File: src/rtl/brick_ram_arbiter_pkg.sv
// Shared brick-game sizing constants for the brick RAM arbiter and its users.
package brick_ram_arbiter_pkg;
  localparam int BRICK_ADDR_W = 10;
  localparam int BRICK_HP_W   = 2;
  localparam int BRICK_TOT_W  = 10;
  localparam int BRICKNUM     = 1 << BRICK_ADDR_W;
endpackage

File: src/rtl/brick_ram_arbiter_if.sv
// Loader / collision / brick-RAM / level-health signal bundle of the arbiter.
interface brick_ram_arbiter_if
  import brick_ram_arbiter_pkg::*;
#(
  parameter int ADDR_W = BRICK_ADDR_W,
  parameter int HP_W   = BRICK_HP_W,
  parameter int TOT_W  = BRICK_TOT_W
) ();
  logic              ld_req;
  logic [ADDR_W-1:0] ld_addr;
  logic [HP_W-1:0]   ld_health;
  logic              ld_grant;
  logic              hit_req;
  logic [ADDR_W-1:0] hit_addr;
  logic              hit_ack;
  logic              hit_valid;
  logic              hit_destroyed;
  logic [ADDR_W-1:0] ram_addr;
  logic [HP_W-1:0]   ram_wdata;
  logic              ram_we;
  logic [HP_W-1:0]   ram_rdata;
  logic              lvl_load;
  logic [TOT_W-1:0]  lvl_total;
  logic [TOT_W-1:0]  hp_left;
  logic              level_clear;
  logic              busy;

  modport slave (
    input  ld_req, ld_addr, ld_health, hit_req, hit_addr, ram_rdata, lvl_load, lvl_total,
    output ld_grant, hit_ack, hit_valid, hit_destroyed, ram_addr, ram_wdata, ram_we,
           hp_left, level_clear, busy
  );

  modport master (
    output ld_req, ld_addr, ld_health, hit_req, hit_addr, ram_rdata, lvl_load, lvl_total,
    input  ld_grant, hit_ack, hit_valid, hit_destroyed, ram_addr, ram_wdata, ram_we,
           hp_left, level_clear, busy
  );
endinterface

File: src/rtl/brick_ram_arbiter_hp_tracker.sv
// Remaining level health: loaded on lvl_load, decremented per damaged brick, floor at 0.
module brick_hp_tracker
  import brick_ram_arbiter_pkg::*;
#(
  parameter int TOT_W = BRICK_TOT_W
) (
  input  logic             clk,
  input  logic             resetn,
  input  logic             load,
  input  logic [TOT_W-1:0] total,
  input  logic             dec,
  output logic [TOT_W-1:0] hp_left,
  output logic             level_clear
);
  logic [TOT_W-1:0] hp_q, hp_d;
  logic             loaded_q, loaded_d;

  always_comb begin
    hp_d     = hp_q;
    loaded_d = loaded_q;
    if (load) begin
      hp_d     = total;
      loaded_d = 1'b1;
    end else if (dec && hp_q != '0) begin
      hp_d = hp_q - TOT_W'(1);
    end
  end

  always_ff @(posedge clk) begin
    if (!resetn) begin
      hp_q     <= '0;
      loaded_q <= 1'b0;
    end else begin
      hp_q     <= hp_d;
      loaded_q <= loaded_d;
    end
  end

  assign hp_left     = hp_q;
  // Held low while reset is applied, not just after the reset edge.
  assign level_clear = resetn & loaded_q & (hp_q == '0);
endmodule

File: src/rtl/brick_ram_arbiter.sv
// Arbitrates the single-port brick RAM between the level loader (priority) and
// collision damage read-modify-write, and tracks remaining level health.
module brick_ram_arbiter
  import brick_ram_arbiter_pkg::*;
#(
  parameter int ADDR_W = BRICK_ADDR_W,
  parameter int HP_W   = BRICK_HP_W,
  parameter int TOT_W  = BRICK_TOT_W
) (
  input  logic               clk,
  input  logic               resetn,
  brick_ram_arbiter_if.slave bus
);
  localparam logic [2:0] S_IDLE    = 3'd0;
  localparam logic [2:0] S_LD_WR   = 3'd1;
  localparam logic [2:0] S_HIT_RD  = 3'd2;
  localparam logic [2:0] S_HIT_CHK = 3'd3;
  localparam logic [2:0] S_HIT_WR  = 3'd4;

  logic [2:0]        state_q, state_d;
  logic [ADDR_W-1:0] addr_q, addr_d;
  logic [HP_W-1:0]   data_q, data_d;

  logic [ADDR_W-1:0] ram_addr_c;
  logic [HP_W-1:0]   ram_wdata_c;
  logic              ram_we_c, ld_grant_c, hit_ack_c, hit_valid_c, hit_destroyed_c, dec_c;

  always_comb begin
    state_d         = state_q;
    addr_d          = addr_q;
    data_d          = data_q;
    ram_addr_c      = '0;
    ram_wdata_c     = '0;
    ram_we_c        = 1'b0;
    ld_grant_c      = 1'b0;
    hit_ack_c       = 1'b0;
    hit_valid_c     = 1'b0;
    hit_destroyed_c = 1'b0;
    dec_c           = 1'b0;
    case (state_q)
      S_IDLE: begin
        if (bus.ld_req) begin
          addr_d  = bus.ld_addr;
          data_d  = bus.ld_health;
          state_d = S_LD_WR;
        end else if (bus.hit_req) begin
          addr_d  = bus.hit_addr;
          data_d  = '0;
          state_d = S_HIT_RD;
        end
      end
      S_LD_WR: begin
        ram_addr_c  = addr_q;
        ram_wdata_c = data_q;
        ram_we_c    = 1'b1;
        ld_grant_c  = 1'b1;
        state_d     = S_IDLE;
      end
      S_HIT_RD: begin
        ram_addr_c = addr_q;
        state_d    = S_HIT_CHK;
      end
      S_HIT_CHK: begin
        ram_addr_c = addr_q;
        if (bus.ram_rdata == '0) begin
          hit_ack_c = 1'b1;
          state_d   = S_IDLE;
        end else begin
          data_d  = bus.ram_rdata;
          state_d = S_HIT_WR;
        end
      end
      S_HIT_WR: begin
        ram_addr_c      = addr_q;
        ram_wdata_c     = data_q - HP_W'(1);
        ram_we_c        = 1'b1;
        hit_ack_c       = 1'b1;
        hit_valid_c     = 1'b1;
        hit_destroyed_c = (data_q == HP_W'(1));
        dec_c           = 1'b1;
        state_d         = S_IDLE;
      end
      default: state_d = S_IDLE;
    endcase
  end

  always_ff @(posedge clk) begin
    if (!resetn) begin
      state_q <= S_IDLE;
      addr_q  <= '0;
      data_q  <= '0;
    end else begin
      state_q <= state_d;
      addr_q  <= addr_d;
      data_q  <= data_d;
    end
  end

  // Reset masks outputs combinationally so a transaction caught mid-flight is never acked.
  assign bus.ram_addr      = resetn ? ram_addr_c : '0;
  assign bus.ram_wdata     = resetn ? ram_wdata_c : '0;
  assign bus.ram_we        = resetn & ram_we_c;
  assign bus.ld_grant      = resetn & ld_grant_c;
  assign bus.hit_ack       = resetn & hit_ack_c;
  assign bus.hit_valid     = resetn & hit_valid_c;
  assign bus.hit_destroyed = resetn & hit_destroyed_c;
  assign bus.busy          = resetn & (state_q != S_IDLE);

  brick_hp_tracker #(.TOT_W(TOT_W)) u_hp (
    .clk         (clk),
    .resetn      (resetn),
    .load        (bus.lvl_load),
    .total       (bus.lvl_total),
    .dec         (dec_c),
    .hp_left     (bus.hp_left),
    .level_clear (bus.level_clear)
  );
endmodule

File: src/flat_wrapper.sv
// flat-port wrapper written by rule: the top's interface ports become plain ports
module brick_ram_arbiter_flat import brick_ram_arbiter_pkg::*;
#(
  parameter int ADDR_W = BRICK_ADDR_W,
  parameter int HP_W   = BRICK_HP_W,
  parameter int TOT_W  = BRICK_TOT_W
)
  (clk, resetn, bus_ld_req, bus_ld_addr, bus_ld_health, bus_hit_req, bus_hit_addr, bus_ram_rdata, bus_lvl_load, bus_lvl_total, bus_ld_grant, bus_hit_ack, bus_hit_valid, bus_hit_destroyed, bus_ram_addr, bus_ram_wdata, bus_ram_we, bus_hp_left, bus_level_clear, bus_busy);
  brick_ram_arbiter_if #(.ADDR_W(ADDR_W), .HP_W(HP_W), .TOT_W(TOT_W)) bus_i ();
  input  logic clk;
  input  logic resetn;
  input wire logic [$bits(bus_i.ld_req)-1:0] bus_ld_req;
  input wire logic [$bits(bus_i.ld_addr)-1:0] bus_ld_addr;
  input wire logic [$bits(bus_i.ld_health)-1:0] bus_ld_health;
  input wire logic [$bits(bus_i.hit_req)-1:0] bus_hit_req;
  input wire logic [$bits(bus_i.hit_addr)-1:0] bus_hit_addr;
  input wire logic [$bits(bus_i.ram_rdata)-1:0] bus_ram_rdata;
  input wire logic [$bits(bus_i.lvl_load)-1:0] bus_lvl_load;
  input wire logic [$bits(bus_i.lvl_total)-1:0] bus_lvl_total;
  output wire logic [$bits(bus_i.ld_grant)-1:0] bus_ld_grant;
  output wire logic [$bits(bus_i.hit_ack)-1:0] bus_hit_ack;
  output wire logic [$bits(bus_i.hit_valid)-1:0] bus_hit_valid;
  output wire logic [$bits(bus_i.hit_destroyed)-1:0] bus_hit_destroyed;
  output wire logic [$bits(bus_i.ram_addr)-1:0] bus_ram_addr;
  output wire logic [$bits(bus_i.ram_wdata)-1:0] bus_ram_wdata;
  output wire logic [$bits(bus_i.ram_we)-1:0] bus_ram_we;
  output wire logic [$bits(bus_i.hp_left)-1:0] bus_hp_left;
  output wire logic [$bits(bus_i.level_clear)-1:0] bus_level_clear;
  output wire logic [$bits(bus_i.busy)-1:0] bus_busy;
  assign bus_i.ld_req = bus_ld_req;
  assign bus_i.ld_addr = bus_ld_addr;
  assign bus_i.ld_health = bus_ld_health;
  assign bus_i.hit_req = bus_hit_req;
  assign bus_i.hit_addr = bus_hit_addr;
  assign bus_i.ram_rdata = bus_ram_rdata;
  assign bus_i.lvl_load = bus_lvl_load;
  assign bus_i.lvl_total = bus_lvl_total;
  assign bus_ld_grant = bus_i.ld_grant;
  assign bus_hit_ack = bus_i.hit_ack;
  assign bus_hit_valid = bus_i.hit_valid;
  assign bus_hit_destroyed = bus_i.hit_destroyed;
  assign bus_ram_addr = bus_i.ram_addr;
  assign bus_ram_wdata = bus_i.ram_wdata;
  assign bus_ram_we = bus_i.ram_we;
  assign bus_hp_left = bus_i.hp_left;
  assign bus_level_clear = bus_i.level_clear;
  assign bus_busy = bus_i.busy;
  brick_ram_arbiter #(.ADDR_W(ADDR_W), .HP_W(HP_W), .TOT_W(TOT_W)) u_core (.clk(clk), .resetn(resetn), .bus(bus_i));
endmodule
File: config.mk
export PLATFORM = sky130hd
export DESIGN_NAME = brick_ram_arbiter_flat
export DESIGN_NICKNAME = d
export VERILOG_FILES = /design/src/rtl/brick_ram_arbiter_pkg.sv /design/src/rtl/brick_ram_arbiter_if.sv /design/src/rtl/brick_ram_arbiter_hp_tracker.sv /design/src/rtl/brick_ram_arbiter.sv /design/src/flat_wrapper.sv
export SDC_FILE = /design/constraint.sdc
export NUM_CORES = 1
export LEC_CHECK = 0
export CAP_MARGIN = 5
export CORE_ASPECT_RATIO = 1.4
export CORE_MARGIN = 10
export CORE_UTILIZATION = 60
export DETAILED_ROUTE_END_ITERATION = 7
export DONT_BUFFER_PORTS = 1
export HOLD_SLACK_MARGIN = 0.02
export PLACE_DENSITY = 0.76
export SLEW_MARGIN = 0
export SYNTH_ARGS = -nofsm -noshare
export SYNTH_HDL_FRONTEND = slang
export SYNTH_HIERARCHICAL = 1
export SYNTH_SLANG_ARGS = --single-unit
File: constraint.sdc
create_clock -name clk -period 4.9 [get_ports clk]
set_clock_uncertainty 0.15 [all_clocks]
set_input_delay 0.735 -clock clk [delete_from_list [all_inputs] [get_ports clk]]
set_output_delay 0.735 -clock clk [all_outputs]
set_load 0.02 [all_outputs]
## Word level (Yosys, flattened, before mapping)

Index checks and enable logic that the tools add are counted.

| operators by class | value |
|---|---|
| add/subtract/negate cells | 2 |
| equal/unequal tests | 7 |
| muxes and demuxes | 22 |
| bitwise gates (word level) | 8 |
| reductions and logical operators | 13 |

Operators by type and width:

| operator | count |
|---|---|
| $mux W10 | 6 |
| $logic_not A10 Y1 | 1 |
| $reduce_bool A10 Y1 | 1 |
| $sub A10 B1 Y10 const B | 1 |
| $mux W3 | 3 |
| $pmux W3 S3 | 1 |
| $and A1 B1 Y1 | 8 |
| $mux W2 | 4 |
| $pmux W2 S2 | 2 |
| $eq A3 B2 Y1 const B | 2 |
| $reduce_bool A2 Y1 | 3 |
| $mux W1 | 5 |
| $reduce_or A4 Y1 | 1 |
| $eq A3 B1 Y1 const B | 1 |
| $eq A3 B3 Y1 const B | 1 |
| $logic_not A3 Y1 | 1 |
| $ne A3 B3 Y1 const B | 1 |
| $reduce_and A3 Y1 | 1 |
| $reduce_bool A3 Y1 | 1 |
| $eq A2 B1 Y1 const B | 1 |
| $logic_not A2 Y1 | 1 |
| $ne A2 B2 Y1 const B | 1 |
| $pmux W1 S2 | 1 |
| $reduce_and A2 Y1 | 1 |
| 3 further kinds | 3 |

| word-level totals | value |
|---|---|
| flip-flop bits (word level) | 26 |
| bits of input ports | 39 |
| output and inout bits | 29 |
| word-level logic and storage cells | 57 |

## Longest topological paths before layout

Gate-level depths: netlist of run 1.

| logic depth | value |
|---|---|
| depth after elaboration | 5 |
| depth in mapped cells | 6 |
| mapped depth without buffers | 6 |

## Cells and area by module

The synthesis of run 1 kept the hierarchy.

Modules (own cells, without submodules):

| module | times used | cells an instance | area an instance (um^2) | sequential area each (um^2) |
|---|---|---|---|---|
| brick_ram_arbiter | 1 | 106 | 989.7 | 300.3 |
| brick_hp_tracker | 1 | 78 | 649.4 | 220.2 |

## Worst setup path after synthesis of run 1

OpenSTA, ideal clock, no wires.

| path | value |
|---|---|
| path kind | input to output |
| start point | in resetn |
| end point | out bus_ram_wdata[1] |
| data arrival time | 1802 ps |
| required time | 4015 ps |
| path slack | 2213 ps |
| stages | 3 |
| buffers on the path | 0 |
| cell sequence | nand2b_1 > nor3b_1 > a22o_1 |

| between the ends | value |
|---|---|
| longest elaborated chain between the ends | 1 |

Ends and longest elaborated chain:

| what | line | source |
|---|---|---|
| start, declared | flat_wrapper.sv:11 | `input logic resetn;` |
| $mux W2 | brick_ram_arbiter.sv:101 | `assign bus.ram_wdata = resetn ? ram_wdata_c : '0;` |
| end, declared | flat_wrapper.sv:25 | `output wire logic [$bits(bus_i.ram_wdata)-1:0] bus_ram_wdata;` |

No other way between the ends.

## Worst setup path after layout of run 1

| path | value |
|---|---|
| start point | reg u_core.u_hp.hp_q[0] (netlist: u_core/u_hp/hp_left[0]) |
| end point | out bus_level_clear |

| between the ends | value |
|---|---|
| longest elaborated chain between the ends | 2 |

Ends and longest elaborated chain:

| what | line | source |
|---|---|---|
| start, declared | brick_ram_arbiter_hp_tracker.sv:15 | `logic [TOT_W-1:0] hp_q, hp_d;` |
| start signal, assigned | brick_ram_arbiter_hp_tracker.sv:34 | `hp_q <= hp_d;` |
| $logic_not A10 Y1 | brick_ram_arbiter_hp_tracker.sv:41 | `assign level_clear = resetn & loaded_q & (hp_q == '0);` |
| $and A1 B1 Y1 | brick_ram_arbiter_hp_tracker.sv:41 |  |
| end, declared | flat_wrapper.sv:28 | `output wire logic [$bits(bus_i.level_clear)-1:0] bus_level_clear;` |

No other way between the ends.

==> results.py, run 1 <==
metrics = {
    "floorplanning": {
        "die_x_um": 64.2,
        "die_h_um": 81.8,
        "initial_utilization_pct": 62.7,
        "rows": 22,
        "dieArea_mm2": 0.00525,
        "core_area_mm2": 0.00262,
        "ios": 68,
    },
    "clocking": {
        "path_clk_slew_ps": 130,
        "ctsResizeCount": 0,
        "cts-root-buf": "clkbuf_4",
        "post_cts_buffers": 0,
        "numCtsBuffers": 3,
        "htree_levels": 1,
        "cts.sinks": 26,
        "clock_latency_ps": 300,
        "cts_tree": "yes",
        "clockBufferDepth": 2,
        "ctsHoldBuffers": 0,
    },
    "grt": {
        "met1_usage_pct": 13.6,
        "grt_overflow_total": 0,
        "grt_pass1_wl_mm": 6.27,
        "top_usage_layer": "met2",
        "met3_usage_pct": 6.54,
        "first_global_vias": 1417,
        "grt_usage_pct": 14.2,
        "grt_max_degree": 18,
        "use_met2_pct": 25.4,
        "antenna_found_initial": 0,
    },
    "drt": {
        "dr.first_iter.drc_count": 74,
        "drtPass1Iterations": 4,
        "ant_nets": 0,
        "drc": 0,
        "route.vias.total": 1345,
        "routed_wl_mm": 3.87,
        "viasPerCell": 6.40,
        "wl_per_cell_um": 18.4,
    },
    "setup_path": {
        "reg2reg_depth": 4,
        "path_buf_inv": 1,
        "endpoint_kind": "primary output",
        "endpoint": "bus_level_clear",
        "crit_top_cell": "and3_1",
        "required_ps": 4010,
        "slowest_delay_ps": 420,
        "r2r_start": "u_core/state_q[2]$_SDFFE_PN0P_",
        "crit_start": "u_core/u_hp/hp_left[0]$_SDFFE_PN0P_",
        "path_delay_family": "simple AND/OR/NAND/NOR gates",
        "r2r_slack_ps": 2550,
        "crit_arrival_ps": 2040,
        "critPathKind": "reg2out",
        "timing.rr.end": "u_core/u_hp/hp_left[7]$_SDFFE_PN0P_",
        "critPathSlowestCell": "dfxtp_1",
        "crit_chain": "inv_1 > ha_1 > nor4b_4 > and3_1 > and3_1",
        "cp_num_cells": 5,
        "critPathMaxFanout": 6,
        "start_kind": "flip-flop",
    },
    "layout": {
        "final_area_mm2": 0.00162,
        "fill_cells": 225,
        "fin_util_pct": 62.0,
        "final_common_cell": "dfxtp_1",
        "antennaDiodeCount": 0,
        "area_delta_synth_final_pct": -1.15,
        "layout.cells.non_filler": 210,
        "drive_gt1_share_pct": 14.9,
        "layout.nets": 217,
        "layout_common_cells": "dfxtp_1 (26), a21oi_1 (18), and2_1 (11), mux2i_1 (11)",
    },
    "place": {
        "dp_cells": 207,
        "dp_slack_ps": 2100,
        "io_buffers": 0,
        "hpwl_mm": 3.10,
        "gp_congestion": 0.778,
        "dpl_cell_area_mm2": 0.00160,
    },
    "run_status": {
        "status": "finished clean",
    },
    "logic_synthesis": {
        "synth_enable_flop_cells": 0,
        "synth_cell_types": 53,
        "netlist_area_mm2": 0.00164,
        "syn_nets": 225,
        "yosys_register_bits": 26,
        "ys_warn_count": 6,
        "ys_seq_area_share_pct": 31.8,
        "async_reset_ff_share_pct": 0,
        "synth_cells": 184,
        "synth.avg_cell_area_um2": 8.91,
        "synth-main-ff-cell": "dfxtp_1",
    },
    "pwr": {
        "leakage_nw": 0.609,
        "fin_total_pwr_uw": 437,
        "p_per_area_mw_per_mm2": 269,
        "ir_worst_vdd_uv": 166,
    },
    "sta": {
        "worstMarginPinSlew_ps": 841,
        "rsz0062_at_grt": "no",
        "fin_crit_ps": 2920,
        "worst_slack_ps": 1980,
        "timing.hold.ws_ps": 334,
        "finalCritPeriodShare_pct": 59.7,
        "slew_violations": 0,
        "slew_headroom_pct": 43.8,
        "fmax_mhz": 342,
        "setup_viol": 0,
        "tns_ps": 0,
        "hold_viol_final": 0,
    },
    "run": {
        "drv_cap": 0,
    },
    "worst_hold_path": {
        "hp-class": "reg2reg",
    },
}
registers in the layout (all words and copies together), names as in the netlist:
register,cells
u_core/data_q,2
u_core/addr_q,10
u_core/u_hp/loaded_q,1
u_core/state_q,3
u_core/u_hp/hp_left,10
final cells by class:
| type | count | area (µm²) | share of cell area [%] |
|---|---|---|---|
| clock buffer | 3 | 22.5 | 1.39 |
| inverter | 8 | 30.0 | 1.85 |
| multi-input combinational | 137 | 1000 | 61.9 |
| sequential | 26 | 520 | 32.1 |
| tap | 36 | 45.0 | 2.78 |
cell usage after synthesis (3+ instances only):
master    instances  area share [%]
inv_1             7             1.6
dfxtp_1          26              32
buf_4             3             1.4
nor3_1            3            0.92
a21oi_1          18             5.5
a31oi_1           3             1.1
or3_1             4             1.5
nand3_1           4             1.2
nand2b_1          4             1.5
mux2i_1          11             6.7
clkbuf_1          3            0.69
o21ai_0           9             2.7
and2_1           11             4.2
a211oi_2         10             7.6
nand2_1           6             1.4
buf_6             3             2.1
nor2_1           10             2.3
per-layer routing:
layer	share of wire [%]	vias to the layer above
met5	0	-
met1	35	619
li1	-	653
met3	12	8
met2	51	65
met4	2.4	0
how the worst min path moves through the flow:
| stage | slack [ps] | end | cells past startpoint | from |
|---|---|---|---|---|
| detailed placement | 300 | u_core/u_hp/loaded_q$_SDFFE_PN0P_ | 1 | u_core/u_hp/loaded_q$_SDFFE_PN0P_ |
| CTS | 340 | u_core/u_hp/loaded_q$_SDFFE_PN0P_ | 1 | u_core/u_hp/loaded_q$_SDFFE_PN0P_ |
| global placement | 300 | u_core/u_hp/loaded_q$_SDFFE_PN0P_ | 1 | u_core/u_hp/loaded_q$_SDFFE_PN0P_ |
| global route | 360 | u_core/u_hp/loaded_q$_SDFFE_PN0P_ | 1 | u_core/u_hp/loaded_q$_SDFFE_PN0P_ |
| floorplan | 280 | u_core/u_hp/loaded_q$_SDFFE_PN0P_ | 1 | u_core/u_hp/loaded_q$_SDFFE_PN0P_ |
| finish | 330 | u_core/u_hp/loaded_q$_SDFFE_PN0P_ | 1 | u_core/u_hp/loaded_q$_SDFFE_PN0P_ |
logic make-up after synthesis:
family          synth area share [%]
simple gates                    26.0
xor+xnor                        1.07
mux                             6.72
fa+ha+maj                       1.53
flops                           31.8
buf+inv                         7.10
compound gates                  25.8
power by group:
| part | switching, mW | internal, mW |
|---|---|---|
| clock network | 0.0564 | 0.0287 |
| registers | 0.0258 | 0.230 |
| logic | 0.0551 | 0.0404 |
| total | 0.137 | 0.299 |
Power figures use the tool's default switching activity.
==> run 2, diff against run 1 <==
- clock period: 4.9 -> 2.9 ns (I/O delays scaled with it)
==> run 2 against run 1 <==
  * Critical path depth is the same
  * First-iteration DRC count grew 49%
  * Non-clock buffer count grew 3
  * Highest routed layer unchanged
  * Cell area grew 2.2%
==> results.py, run 2 (synthesis results as in run 1) <==
metrics = {
    "layout": {
        "final_common_cell": "dfxtp_1",
        "antennaDiodeCount": 0,
        "layout.nets": 220,
        "drive_gt1_share_pct": 16.9,
        "seq_area_um2": 520,
        "layout_common_cells": "dfxtp_1 (26), a21oi_1 (18), and2_1 (11), mux2i_1 (11)",
        "multi_input_area_mm2": 0.00100,
        "layout.cells.non_filler": 214,
        "fin_util_pct": 63.3,
        "area_delta_synth_final_pct": 1.07,
        "final_area_mm2": 0.00166,
        "fill_cells": 243,
    },
    "drt": {
        "dr.first_iter.drc_count": 110,
        "drc": 0,
        "route.vias.total": 1371,
        "ant_nets": 0,
        "viasPerCell": 6.41,
        "routed_wl_mm": 4.13,
        "met1_length_mm": 1.52,
        "dr_wl_met2_mm": 2.18,
        "wl_met3_um": 389,
        "top_layer": "met4",
        "wl_per_cell_um": 19.3,
        "drtPass1Iterations": 4,
    },
    "setup_path": {
        "r2r_slack_ps": 510,
        "crit_chain": "inv_1 > ha_1 > nor4b_4 > and3_1 > and3_1",
        "crit_top_cell": "and3_1",
        "slowest_delay_ps": 420,
        "endpoint_kind": "primary output",
        "required_ps": 2320,
        "critPathKind": "reg2out",
        "crit_arrival_ps": 2020,
        "critPathSlowestCell": "dfxtp_1",
        "critPathMaxFanout": 6,
        "timing.rr.end": "u_core/u_hp/hp_left[7]$_SDFFE_PN0P_",
        "reg2reg_depth": 4,
        "r2r_start": "u_core/state_q[2]$_SDFFE_PN0P_",
        "start_kind": "flip-flop",
    },
    "sta": {
        "slew_headroom_pct": 46.4,
        "tns_ps": 0,
        "worstMarginPinSlew_ps": 802,
        "slew_violations": 0,
        "rsz0062_at_grt": "no",
        "worst_slack_ps": 293,
        "timing.hold.ws_ps": 74.1,
        "setup_viol": 0,
        "finalCritPeriodShare_pct": 89.9,
        "fmax_mhz": 384,
        "hold_viol_final": 0,
        "fin_crit_ps": 2610,
    },
    "worst_hold_path": {
        "hold-path-cell-count": 1,
        "hp-start": "bus_lvl_load",
        "hp-class": "in2reg",
        "hold_end": "u_core/u_hp/loaded_q$_SDFFE_PN0P_",
    },
    "clocking": {
        "ctsHoldBuffers": 0,
        "clockBufferDepth": 2,
        "ctsResizeCount": 0,
        "cts_tree": "yes",
        "numCtsBuffers": 3,
        "path_clk_slew_ps": 140,
        "htree_levels": 1,
        "cts.sinks": 26,
        "clock_latency_ps": 310,
        "post_cts_buffers": 0,
        "cts-root-buf": "clkbuf_4",
    },
    "place": {
        "io_buffers": 0,
        "hpwl_mm": 3.27,
        "dp_slack_ps": 570,
        "gp_congestion": 0.776,
        "dp_cells": 210,
        "dpl_cell_area_mm2": 0.00162,
    },
    "pwr": {
        "ir_worst_vdd_uv": 334,
        "leakage_nw": 0.631,
        "p_per_area_mw_per_mm2": 473,
        "fin_total_pwr_uw": 784,
    },
    "floorplanning": {
        "initial_utilization_pct": 62.7,
        "dieArea_mm2": 0.00525,
        "rows": 22,
        "die_h_um": 81.8,
        "core_area_mm2": 0.00262,
        "ios": 68,
        "die_x_um": 64.2,
    },
    "run_status": {
        "status": "finished clean",
    },
    "grt": {
        "grt_overflow_total": 0,
        "grt_max_degree": 18,
        "antenna_found_initial": 0,
        "grt_usage_pct": 15.3,
        "grt_pass1_wl_mm": 6.60,
        "first_global_vias": 1390,
    },
    "run": {
        "drv_cap": 0,
    },
}
## run 2: cell count changes in the layout (fill, tap and decap cells not counted), sizes merged
cell	previous run	this run
clkbuf	3	4
buf	0	3
## run 2: power by group
part	internal [mW]	switching (mW)
Combinational	0.0732	0.0954
Sequential	0.389	0.0445
Clock	0.0766	0.105
Total	0.539	0.245
## run 2: per-layer routing
layer  global-route usage (%)  vias to the layer above
met4                     5.15                        0
li1                         -                      658
met1                     15.0                      659
met2                     28.8                       50
met5                        0                        -
met3                     5.72                        4
## run 2: how the worst max path moves through the flow
| stage | from | to | slack (ps) | cells past startpoint |
|---|---|---|---|---|
| after floorplan | u_core/state_q[1]$_SDFFE_PN0P_ | bus_ram_wdata[1] | 770 | 3 |
| final | u_core/u_hp/hp_left[0]$_SDFFE_PN0P_ | bus_level_clear | 290 | 5 |
| after global placement | u_core/u_hp/hp_left[0]$_SDFFE_PN0P_ | bus_level_clear | 710 | 5 |
| after global routing | u_core/state_q[2]$_SDFFE_PN0P_ | bus_hit_ack | 120 | 3 |
| after CTS | u_core/u_hp/hp_left[0]$_SDFFE_PN0P_ | bus_level_clear | 280 | 5 |
| after detailed placement | u_core/state_q[2]$_SDFFE_PN0P_ | u_core/u_hp/hp_left[7]$_SDFFE_PN0P_ | 570 | 4 |
## run 2: layout make-up
type | instances | share of cell area, %
inverter | 8 | 1.81
tap | 36 | 2.72
sequential | 26 | 31.4
multi-input combinational | 137 | 60.5
timing repair buffer | 3 | 1.36
clock buffer | 4 | 2.19
## run 2: worst max-delay path, delay by kind of cell (launching register included)
kind | cells | cell delay [ps]
and+or+nand+nor | 3 | 960
DFF | 1 | 420
adders and majority gates | 1 | 200
buffers and inverters | 1 | 130
